==> src/rtl/axi_llc_tag_req_sched.sv <==
// Tag-store request scheduler: one power-up BIST request, then fair round-robin
// between lookup descriptors and per-line flush sweeps into one registered output stage.
module axi_llc_tag_req_sched #(
    parameter int unsigned SetAssociativity = 8,
    parameter int unsigned IndexLength      = 7,
    parameter int unsigned TagLength        = 20
) (
    input  logic                        clk_i,
    input  logic                        rst_i,
    input  logic [SetAssociativity-1:0] spm_lock_i,
    input  logic [SetAssociativity-1:0] flushed_i,
    input  logic                        lkp_valid_i,
    output logic                        lkp_ready_o,
    input  logic [IndexLength-1:0]      lkp_index_i,
    input  logic [TagLength-1:0]        lkp_tag_i,
    input  logic                        lkp_dirty_i,
    input  logic                        flush_valid_i,
    output logic                        flush_ready_o,
    input  logic [SetAssociativity-1:0] flush_way_i,
    output logic                        flush_busy_o,
    output logic                        flush_done_o,
    output logic                        req_valid_o,
    input  logic                        req_ready_i,
    output logic [1:0]                  req_mode_o,
    output logic [SetAssociativity-1:0] req_indicator_o,
    output logic [IndexLength-1:0]      req_index_o,
    output logic [TagLength-1:0]        req_tag_o,
    output logic                        req_dirty_o,
    input  logic                        bist_valid_i,
    input  logic [SetAssociativity-1:0] bist_res_i,
    output logic                        bist_done_o,
    output logic [SetAssociativity-1:0] bist_res_o
);
    // Mode encoding shared with the tag store.
    localparam logic [1:0] ModeBist   = 2'b00;
    localparam logic [1:0] ModeLookup = 2'b10;
    localparam logic [1:0] ModeFlush  = 2'b11;

    typedef enum logic [1:0] {BIST_REQ, BIST_WAIT, RUN} state_e;
    state_e state_q;

    logic [SetAssociativity-1:0] lkp_mask, way_q;
    logic [IndexLength-1:0]      cnt_q;
    logic lkp_ok, out_hs, load_en, sweep_pend, lkp_grant, flush_grant, flush_accept;
    logic rr_flush_q, busy_q, issued_q, last_q, zero_done_q, last_hs;

    assign lkp_mask     = ~(spm_lock_i | flushed_i);
    assign lkp_ok       = |lkp_mask;
    assign out_hs       = req_valid_o & req_ready_i;
    assign load_en      = (state_q == RUN) & (~req_valid_o | req_ready_i);
    assign sweep_pend   = busy_q & ~issued_q;
    // Ready never looks at lkp_valid_i: when a sweep is pending the pointer alone decides.
    assign lkp_ready_o  = load_en & lkp_ok & (~sweep_pend | ~rr_flush_q);
    assign lkp_grant    = lkp_ready_o & lkp_valid_i;
    assign flush_grant  = load_en & sweep_pend & ~lkp_grant;
    assign flush_ready_o = (state_q == RUN) & ~busy_q;
    assign flush_accept = flush_valid_i & flush_ready_o;
    assign last_hs      = out_hs & last_q;
    assign flush_done_o = last_hs | zero_done_q;
    assign flush_busy_o = busy_q & ~last_hs;

    always_ff @(posedge clk_i) begin
        if (rst_i) begin
            state_q         <= BIST_REQ;
            req_valid_o     <= 1'b0;
            req_mode_o      <= ModeBist;
            req_indicator_o <= '0;
            req_index_o     <= '0;
            req_tag_o       <= '0;
            req_dirty_o     <= 1'b0;
            last_q          <= 1'b0;
            busy_q          <= 1'b0;
            issued_q        <= 1'b0;
            cnt_q           <= '0;
            way_q           <= '0;
            zero_done_q     <= 1'b0;
            rr_flush_q      <= 1'b0;
            bist_done_o     <= 1'b0;
            bist_res_o      <= '0;
        end else begin
            zero_done_q <= 1'b0;
            if (out_hs) begin
                req_valid_o <= 1'b0;
                last_q      <= 1'b0;
            end
            case (state_q)
                BIST_REQ: begin
                    if (!req_valid_o) begin
                        req_valid_o     <= 1'b1;
                        req_mode_o      <= ModeBist;
                        req_indicator_o <= '1;
                        req_index_o     <= '0;
                        req_tag_o       <= '0;
                        req_dirty_o     <= 1'b0;
                    end else if (req_ready_i) begin
                        state_q <= BIST_WAIT;
                    end
                end
                BIST_WAIT: begin
                    if (bist_valid_i) begin
                        bist_res_o  <= bist_res_i;
                        bist_done_o <= 1'b1;
                        state_q     <= RUN;
                    end
                end
                default: ;
            endcase
            if (lkp_grant) begin
                req_valid_o     <= 1'b1;
                req_mode_o      <= ModeLookup;
                req_indicator_o <= lkp_mask;
                req_index_o     <= lkp_index_i;
                req_tag_o       <= lkp_tag_i;
                req_dirty_o     <= lkp_dirty_i;
                last_q          <= 1'b0;
                rr_flush_q      <= 1'b1;
            end else if (flush_grant) begin
                req_valid_o     <= 1'b1;
                req_mode_o      <= ModeFlush;
                req_indicator_o <= way_q;
                req_index_o     <= cnt_q;
                req_tag_o       <= '0;
                req_dirty_o     <= 1'b0;
                cnt_q           <= cnt_q + 1'b1;
                last_q          <= &cnt_q;
                issued_q        <= &cnt_q;
                rr_flush_q      <= 1'b0;
            end
            if (last_hs) busy_q <= 1'b0;
            // A zero way mask has no lines to sweep; it only produces the done pulse.
            if (flush_accept) begin
                way_q       <= flush_way_i;
                cnt_q       <= '0;
                issued_q    <= 1'b0;
                busy_q      <= |flush_way_i;
                zero_done_q <= ~|flush_way_i;
            end
        end
    end
endmodule
==> config.mk <==
export PLATFORM = sky130hd
export DESIGN_NAME = axi_llc_tag_req_sched
export DESIGN_NICKNAME = d
export VERILOG_FILES = /design/src/rtl/axi_llc_tag_req_sched.sv
export SDC_FILE = /design/constraint.sdc
export NUM_CORES = 1
export LEC_CHECK = 0
export ABC_CLOCK_PERIOD_IN_PS = 5550
export BUFFER_PORTS_ARGS = -buffer_cell sky130_fd_sc_hd__buf_2
export CORE_UTILIZATION = 25
export DETAILED_ROUTE_END_ITERATION = 8
export GPL_ROUTABILITY_DRIVEN = 0
export GPL_TIMING_DRIVEN = 0
export SLEW_MARGIN = 20
export SYNTH_ARGS = -nofsm -noshare
export SYNTH_HDL_FRONTEND = slang
export SYNTH_SLANG_ARGS = --single-unit
export TNS_END_PERCENT = 100
==> constraint.sdc <==
create_clock -name clk_i -period 5.55 [get_ports clk_i]
set_clock_uncertainty 0.2 [all_clocks]
set_input_delay 1.11 -clock clk_i [delete_from_list [all_inputs] [get_ports clk_i]]
set_output_delay 1.11 -clock clk_i [all_outputs]
set_load 0.01 [all_outputs]
## Word-level counts from Yosys, hierarchy flattened

Cells that the tools add are included.

- Bitwise gates (word level): 25
- $add $sub $neg: 1
- Eq/ne operators: 7
- Reductions and logical operators: 19
- Muxes and demuxes: 35

Operators by type and width:

| kind | number |
|---|---|
| two-way mux 20 bit | 4 |
| two-way mux 8 bit | 4 |
| two-way mux 7 bit | 4 |
| OR reduction 8 bit | 2 |
| two-way mux 1 bit | 15 |
| two-way mux 2 bit | 7 |
| bitwise AND 1 bit | 12 |
| nonzero test 2 bit | 5 |
| NOT 1 bit | 8 |
| NOT 8 bit | 1 |
| bitwise OR 8 bit | 1 |
| AND reduction 2 bit | 4 |
| adder 7 x 1 -> 7 bit (second input constant) | 1 |
| AND reduction 7 bit | 1 |
| inequality test 2 bit (second input constant) | 3 |
| OR reduction 2 bit | 3 |
| case mux 2 bit (2 select lines) | 1 |
| AND reduction 4 bit | 1 |
| inequality test 3 x 1 -> 1 bit (second input constant) | 1 |
| bitwise OR 1 bit | 3 |
| nonzero test 3 bit | 1 |
| equality test 2 x 1 -> 1 bit (second input constant) | 1 |
| equality test 2 bit (second input constant) | 1 |
| logical NOT 2 bit | 1 |
| 2 further kinds | 2 |

- Input port bits: 66
- Output and inout bits: 52
- Register bits after elaboration: 70

## Depth between registers and ports, before layout

Gate-level depths: netlist of run 1.

- Word-level depth: 10
- Mapped depth: 7
- Depth with buffers taken out: 5

## Worst setup path before layout of run 1

Ideal clock, no wire load.

- Path type: input to output
- From: input port flushed_i[6]
- To: output port lkp_ready_o
- Buffers on the path: 0
- Setup slack: 2607 ps
- Stages on the path: 3
- Data arrival time: 1633 ps
- Data required time: 4240 ps
- Cell sequence: nor2_1 nor4_4 a21oi_1

- Word-level cells in the longest chain between the ends: 5

Ends and longest elaborated chain:

| what | line | RTL |
|---|---|---|
| from (decl) | 11 | `input logic [SetAssociativity-1:0] flushed_i,` |
| bitwise OR 8 bit | 47 | `assign lkp_mask = ~(spm_lock_i \| flushed_i);` |
| NOT 8 bit | 47 |  |
| OR reduction 8 bit | 48 | `assign lkp_ok = \|lkp_mask;` |
| bitwise AND 1 bit (2 in a row) | 53 | `assign lkp_ready_o = load_en & lkp_ok & (~sweep_pend \| ~rr_flush_q);` |
| to (decl) | 13 | `output logic lkp_ready_o,` |

No other way between the ends.

## Final worst setup path of run 1

- From: input port flushed_i[0]
- To: output port lkp_ready_o

The elaborated chain is that of the path after synthesis.

==> flow_summary.ini, run 1 <==
[global_route]
grt_use_total_pct = 15.4
grt_pass1_wl_mm = 14.1
antenna_found_initial = 0
grt_max_degree = 13
grt_overflow = 0
grt_pass1_vias = 2798

[clock_network]
clockBufferDepth = 2
cts_buffers = 9
cts_max_level = 3
tritoncts = done
clock-root-buffer = clkbuf_16
worstSkewPairLatency_ns = 0.34
clk_pin_slew_worst_paths_ns = 0.06
cts_sinks = 70
post_cts_resized = 0
holdBufCountCts = 0
cts_setup_buffers = 0

[synthesis]
synth_nets = 429
yosysSeqAreaShare_pct = 47.8
synth_top_area_share_pct = 47.8
yosys_warnings = 0
synth_area_leaders = dfxtp_1, a21oi_1, nand2_1
synth_common_cells = dfxtp_1, nand2_1, a21oi_1
syn_area_per_cell_sq_um = 8.11
syn-cell-area_sq_mm = 0.00293
yosysTopAreaCell = dfxtp_1
yosysUniqueCellTypes = 38
ys_seq_elements = 70
synth_edf_count = 0
synth_ff_type = dfxtp_1
synth_cells = 362
yosysMostFrequentCell = dfxtp_1
ys_async_sr_fraction_pct = 0

[timing]
max_freq_mhz = 304
setup_violations = 0
slew_viol_final = 0
fin_tns_setup_ns = 0
rsz0062_at_grt = false
finalHoldViolCount = 0
tightest_slew_ns = 0.715
finalCriticalPeriod_ns = 3.29
maxSlewHeadroom_pct = 52.1
post-route-period-util_pct = 59.2

[pwr]
irDropWorstVdd_mv = 0.110
p_per_area_mw_per_mm2 = 344
p_leak_nw = 1.74

[layout]
stdcell_area_sq_mm = 0.00404
areaGrowthSynthToFinish_pct = 37.7
drive_gt1_share_pct = 32.6
fin_nets = 556
antenna_cells = 0

[routing]
ant_nets = 0
vias = 3023
drt-pass1-iter-count = 4
first_iter_violations = 158
via_per_inst = 4.75
drt-total-wl_mm = 8.95
avgRoutedWirePerCell_um = 14.1
drc = 0

[floorplan]
start_util_pct = 25.7
die_w_um = 110
ios = 118
rows = 39
core_area_sq_mm = 0.0114
die-height_um = 110
die-area_sq_mm = 0.0122

[placed_design]
hpwl_mm = 6.74
dpl-instance-area_sq_mm = 0.00369
portBuffers = 116

[hold_path]
holdCritStartpoint = bist_res_o[1]$_SDFFE_PP0P_
min_path_cells = 2
hp-class = reg -> reg
min_to = bist_res_o[1]$_SDFFE_PP0P_

[critical_path]
cpMostUsedCell = buf_2
crit_chain = buf_2 > nor2_1 > nor4_4 > a21oi_1 > buf_2
slowest_stage = nor2_1
worstPathRequired_ns = 4.24
end_kind = output port
cp-start-kind = primary input
critPathMaxStageDelay_ns = 0.26
r2r-end = req_index_o[3]$_SDFFE_PP0P_
cp_max_fo = 3
r2r_start = state_q[0]$_SDFFE_PP0P_
worstSetupPathType = in -> out
reg2reg_depth = 5
critPathArrivalTime_ns = 1.98
reg2reg_slack_ns = 3.43

[outcome]
status = completed

[run]
cap_violations = 0
-- layout make-up --
cell class | instances | area [sq um]
Multi-Input combinational cell | 262 | 1390
Fill cell | 1228 | 7380
Timing Repair Buffer | 116 | 581
Clock buffer | 10 | 239
Tap cell | 143 | 179
Clock inverter | 6 | 109
Sequential cell | 70 | 1400
Buffer | 30 | 141
-- report_power, final --
group	leakage (nW)	internal (W)	switching, W
combinational	0.997	0.0000709	0.000106
clock	0.172	0.000450	0.000222
sequential	0.569	0.000527	0.0000152
total	1.74	0.00105	0.000343
-- metal layers --
layer  vias to the layer above  wire [um]  track usage, %
li1                       1532          -               -
met1                      1391       4080            19.5
met2                        91       4240            24.9
met3                         9        502            4.29
met4                         0        133            5.92
met5                         -          0               0
-- through the flow --
| step | worst slack, ns | util [%] | hold WS [ns] | power, W | cells |
|---|---|---|---|---|---|
| after floorplan | 2.61 | - | 0.236 | 0.000655 | 362 |
| after global placement | 2.28 | 32.3 | 0.240 | 0.000728 | 621 |
| after detailed placement | 2.26 | 32.3 | 0.248 | 0.000732 | 621 |
| after CTS | 2.26 | 35.4 | 0.256 | 0.00141 | 637 |
| after global routing | 2.16 | 35.4 | 0.275 | 0.00145 | 637 |
| final | 2.26 | 35.4 | 0.253 | 0.00139 | 637 |
-- cell families (layout without fill, tap and decap cells) --
family                   after synthesis  count (layout)  synth area share, %
AND/OR/NAND/NOR                      185             185                 30.7
AO/OA/AOI/OAI                         76              76                 16.2
flip-flops                            70              70                 47.8
buffers and inverters                 30             162                 4.82
adder cells (fa/ha/maj)                1               1                0.426
-- placed cells by master (no fill, tap or decap), drive strengths merged, types with 3 or more instances in the layout --
cell     synthesis  layout
nand3           31      31
nor2            33      33
clkinv           0       3
and3             3       3
a21oi           50      50
nand2           63      63
buf             16     132
nor3            26      26
bufinv           0       3
or4              3       3
dfxtp           70      70
nor4            12      12
clkbuf          14      24
a2111oi          6       6
o21ai            8       8
o31ai            3       3
a31oi            3       3
-- state kept, by name (all words and copies together) (netlist names) --
name             cells
req_tag_o           20
cnt_q                7
req_indicator_o      8
zero_done_q          1
way_q                8
req_mode_o           2
state_q              2
last_q               1
req_index_o          7
req_dirty_o          1
req_valid_o          1
issued_q             1
bist_res_o           8
bist_done_o          1
rr_flush_q           1
busy_q               1
-- how the worst max path moves through the flow --
stage                             from     endpoint  slack, ns
after floorplan           flushed_i[6]  lkp_ready_o       2.61
after global placement    flushed_i[1]  lkp_ready_o       2.28
after detailed placement  flushed_i[2]  lkp_ready_o       2.26
after CTS                 flushed_i[2]  lkp_ready_o       2.26
after global routing       req_ready_i  lkp_ready_o       2.16
final                     flushed_i[0]  lkp_ready_o       2.26
-- critical path, delay by kind of cell --
family	cells	cell delay, ns
simple gates	2	0.36
buf+inv	2	0.27
compound gates	1	0.24
Power figures use the tool's default switching activity.
==> run 2: changes to the inputs <==
--- a/config.mk
+++ b/config.mk
@@ -5,7 +5,8 @@
 export SDC_FILE = /design/constraint.sdc
 export NUM_CORES = 1
 export LEC_CHECK = 0
-export ABC_CLOCK_PERIOD_IN_PS = 5550
+export ABC_AREA = 1
+export ABC_CLOCK_PERIOD_IN_PS = 2900
 export BUFFER_PORTS_ARGS = -buffer_cell sky130_fd_sc_hd__buf_2
 export CORE_UTILIZATION = 25
 export DETAILED_ROUTE_END_ITERATION = 8
==> constraint.sdc (replaced) <==
create_clock -name clk_i -period 2.9 [get_ports clk_i]
set_clock_uncertainty 0.2 [all_clocks]
set_input_delay 0.58 -clock clk_i [delete_from_list [all_inputs] [get_ports clk_i]]
set_output_delay 0.58 -clock clk_i [all_outputs]
set_load 0.01 [all_outputs]
==> flow_summary.ini, run 2 <==
[outcome]
status = completed

[critical_path]
cp_max_fo = 9
critPathArrivalTime_ns = 1.46
worstPathRequired_ns = 2.12
worstSetupPathType = reg -> out
cp-start-kind = register
end_kind = output port
reg2reg_depth = 6

[hold_path]
hp-class = reg -> reg
min_path_cells = 2

[timing]
post-route-period-util_pct = 77.1
tightest_slew_ns = 0.621
max_freq_mhz = 447
setup_violations = 0
layout_setup_ws_ns = 0.663
finalCriticalPeriod_ns = 2.24
rsz0062_at_grt = false
slew_viol_final = 0
maxSlewHeadroom_pct = 58.5
finalHoldViolCount = 0
fin_tns_setup_ns = 0

[layout]
final_common_cell = buf_2
layout_common_cells = buf_2, nand2_1, dfxtp_1
largest_reg_flops = 20
regMostFlops = req_tag_o
antenna_cells = 0
drive_gt1_share_pct = 27.8
fin_nets = 634
areaGrowthSynthToFinish_pct = 33.2

[clock_network]
cts_buffers = 9
tritoncts = done
cts_sinks = 70
cts_max_level = 3
holdBufCountCts = 0
clock-root-buffer = clkbuf_16
clockBufferDepth = 2
worstSkewPairLatency_ns = 0.32
clk_pin_slew_worst_paths_ns = 0.05
cts_setup_buffers = 0
post_cts_resized = 0

[floorplan]
rows = 40
die-height_um = 115
die_w_um = 115
die-area_sq_mm = 0.0131
start_util_pct = 26.0
core_area_sq_mm = 0.0122
ios = 118

[synthesis]
yosysTopAreaCell = dfxtp_1
synth_cells = 441
synth_top_area_share_pct = 44.2
ys_async_sr_fraction_pct = 0
yosysUniqueCellTypes = 28
synth_common_cells = nand2_1, dfxtp_1, inv_1
syn-cell-area_sq_mm = 0.00317
yosysSeqAreaShare_pct = 44.2
synth_ff_type = dfxtp_1
synth_nets = 508
synth_edf_count = 0
yosys_warnings = 0
yosysMostFrequentCell = nand2_1
synth_area_leaders = dfxtp_1, nand2_1, nand4_1
ys_seq_elements = 70
syn_area_per_cell_sq_um = 7.20

[pwr]
irDropWorstVdd_mv = 0.255
swShare_pct = 26.7
p_per_area_mw_per_mm2 = 564
p_int_w = 0.00175
p_seq_share_pct = 43.8
combinationalPowerShare_pct = 14.8
p_leak_nw = 2.05
pwr-share-clk_pct = 41.4
power_switching_w = 0.000636

[global_route]
grt_pass1_wl_mm = 15.0
antenna_found_initial = 0
grt_max_degree = 12
grt_pass1_vias = 3156
grt_overflow = 0
grt_use_total_pct = 14.7

[routing]
vias = 3252
drt-total-wl_mm = 9.22
ant_nets = 0
avgRoutedWirePerCell_um = 12.5
via_per_inst = 4.39
drc = 0
drt-pass1-iter-count = 5
first_iter_violations = 145

[placed_design]
hpwl_mm = 7.08
portBuffers = 115
preCtsSetupSlack_ns = 0.583

[run]
cap_violations = 0
-- run 2: cell types whose count changed in the layout (fill, tap and decap cells not counted), moves of 17 or more --
cell	before	now
inv_1	0	53
o21ai_0	6	23
a21oi_1	49	32
nand2_1	62	94
nor3_1	26	5
nand4_1	0	45
-- run 2: final cells by class --
class                           count  area, sq um
Tap cell                          168          210
Timing Repair Buffer              115          576
Clock inverter                      5         25.0
Multi-Input combinational cell    288         1400
Sequential cell                    70         1400
Fill cell                        1323         7990
Clock buffer                       11          243
Inverter                           58          218
Buffer                             25          153
-- run 2: path summary, 6_finish.rpt --
kind / from / end / slack (ns)
setup / recovery: state_q[1]$_SDFFE_PP0P_ / lkp_ready_o / 0.66
hold / removal: way_q[7]$_SDFFE_PP0P_ / way_q[7]$_SDFFE_PP0P_ / 0.25
setup reg to reg: state_q[0]$_SDFFE_PP0P_ / cnt_q[3]$_SDFFE_PP0P_ / 0.97
hold reg to reg: way_q[7]$_SDFFE_PP0P_ / way_q[7]$_SDFFE_PP0P_ / 0.25
-- run 2: routing by layer --
layer  wire [um]  vias up  global-route usage, %
met1        4270     1458                   18.3
met3         466        6                   2.91
met5           0        -                      0
li1            -     1690                      -
met2        4440       98                   25.2
met4          45        0                   4.76
-- run 2: logic make-up (layout without fill, tap and decap cells) --
group | after synthesis | in the layout | synth area share (%)
compound gates | 60 | 60 | 9.98
xor+xnor | 5 | 5 | 1.38
fa+ha+maj | 1 | 1 | 0.394
buf+inv | 83 | 214 | 11.7
flops | 70 | 70 | 44.2
simple gates | 222 | 222 | 32.4
-- run 2: critical path, cell delays in order (launching register included) --
cell and delay (ns):
dfxtp_1 0.34, inv_2 0.08, nor2_4 0.10, nand2_2 0.07
a21oi_4 0.26, and2_1 0.17, buf_2 0.12
-- run 2: power groups by stage --
stage / Sequential [W] / Combinational [W] / Clock [W]
6_report: 0.00104 / 0.000354 / 0.000986
5_1_grt: 0.00105 / 0.000405 / 0.00106
4_1_cts: 0.00104 / 0.000359 / 0.00101
3_5_place_dp: 0.00106 / 0.000357 / 0
3_3_place_gp: 0.00106 / 0.000351 / 0
2_1_floorplan: 0.00108 / 0.000192 / 0
-- run 2: per-stage QoR --
step	hold slack [ns]	area [sq um]	util, %	instances	total power, W
final	0.252	4230	34.6	740	0.00238
after global routing	0.281	4230	34.6	740	0.00251
after CTS	0.256	4230	34.6	740	0.00242
after detailed placement	0.243	3960	32.4	724	0.00142
after global placement	0.236	3960	32.4	724	0.00141
after floorplan	0.223	3170	-	441	0.00127
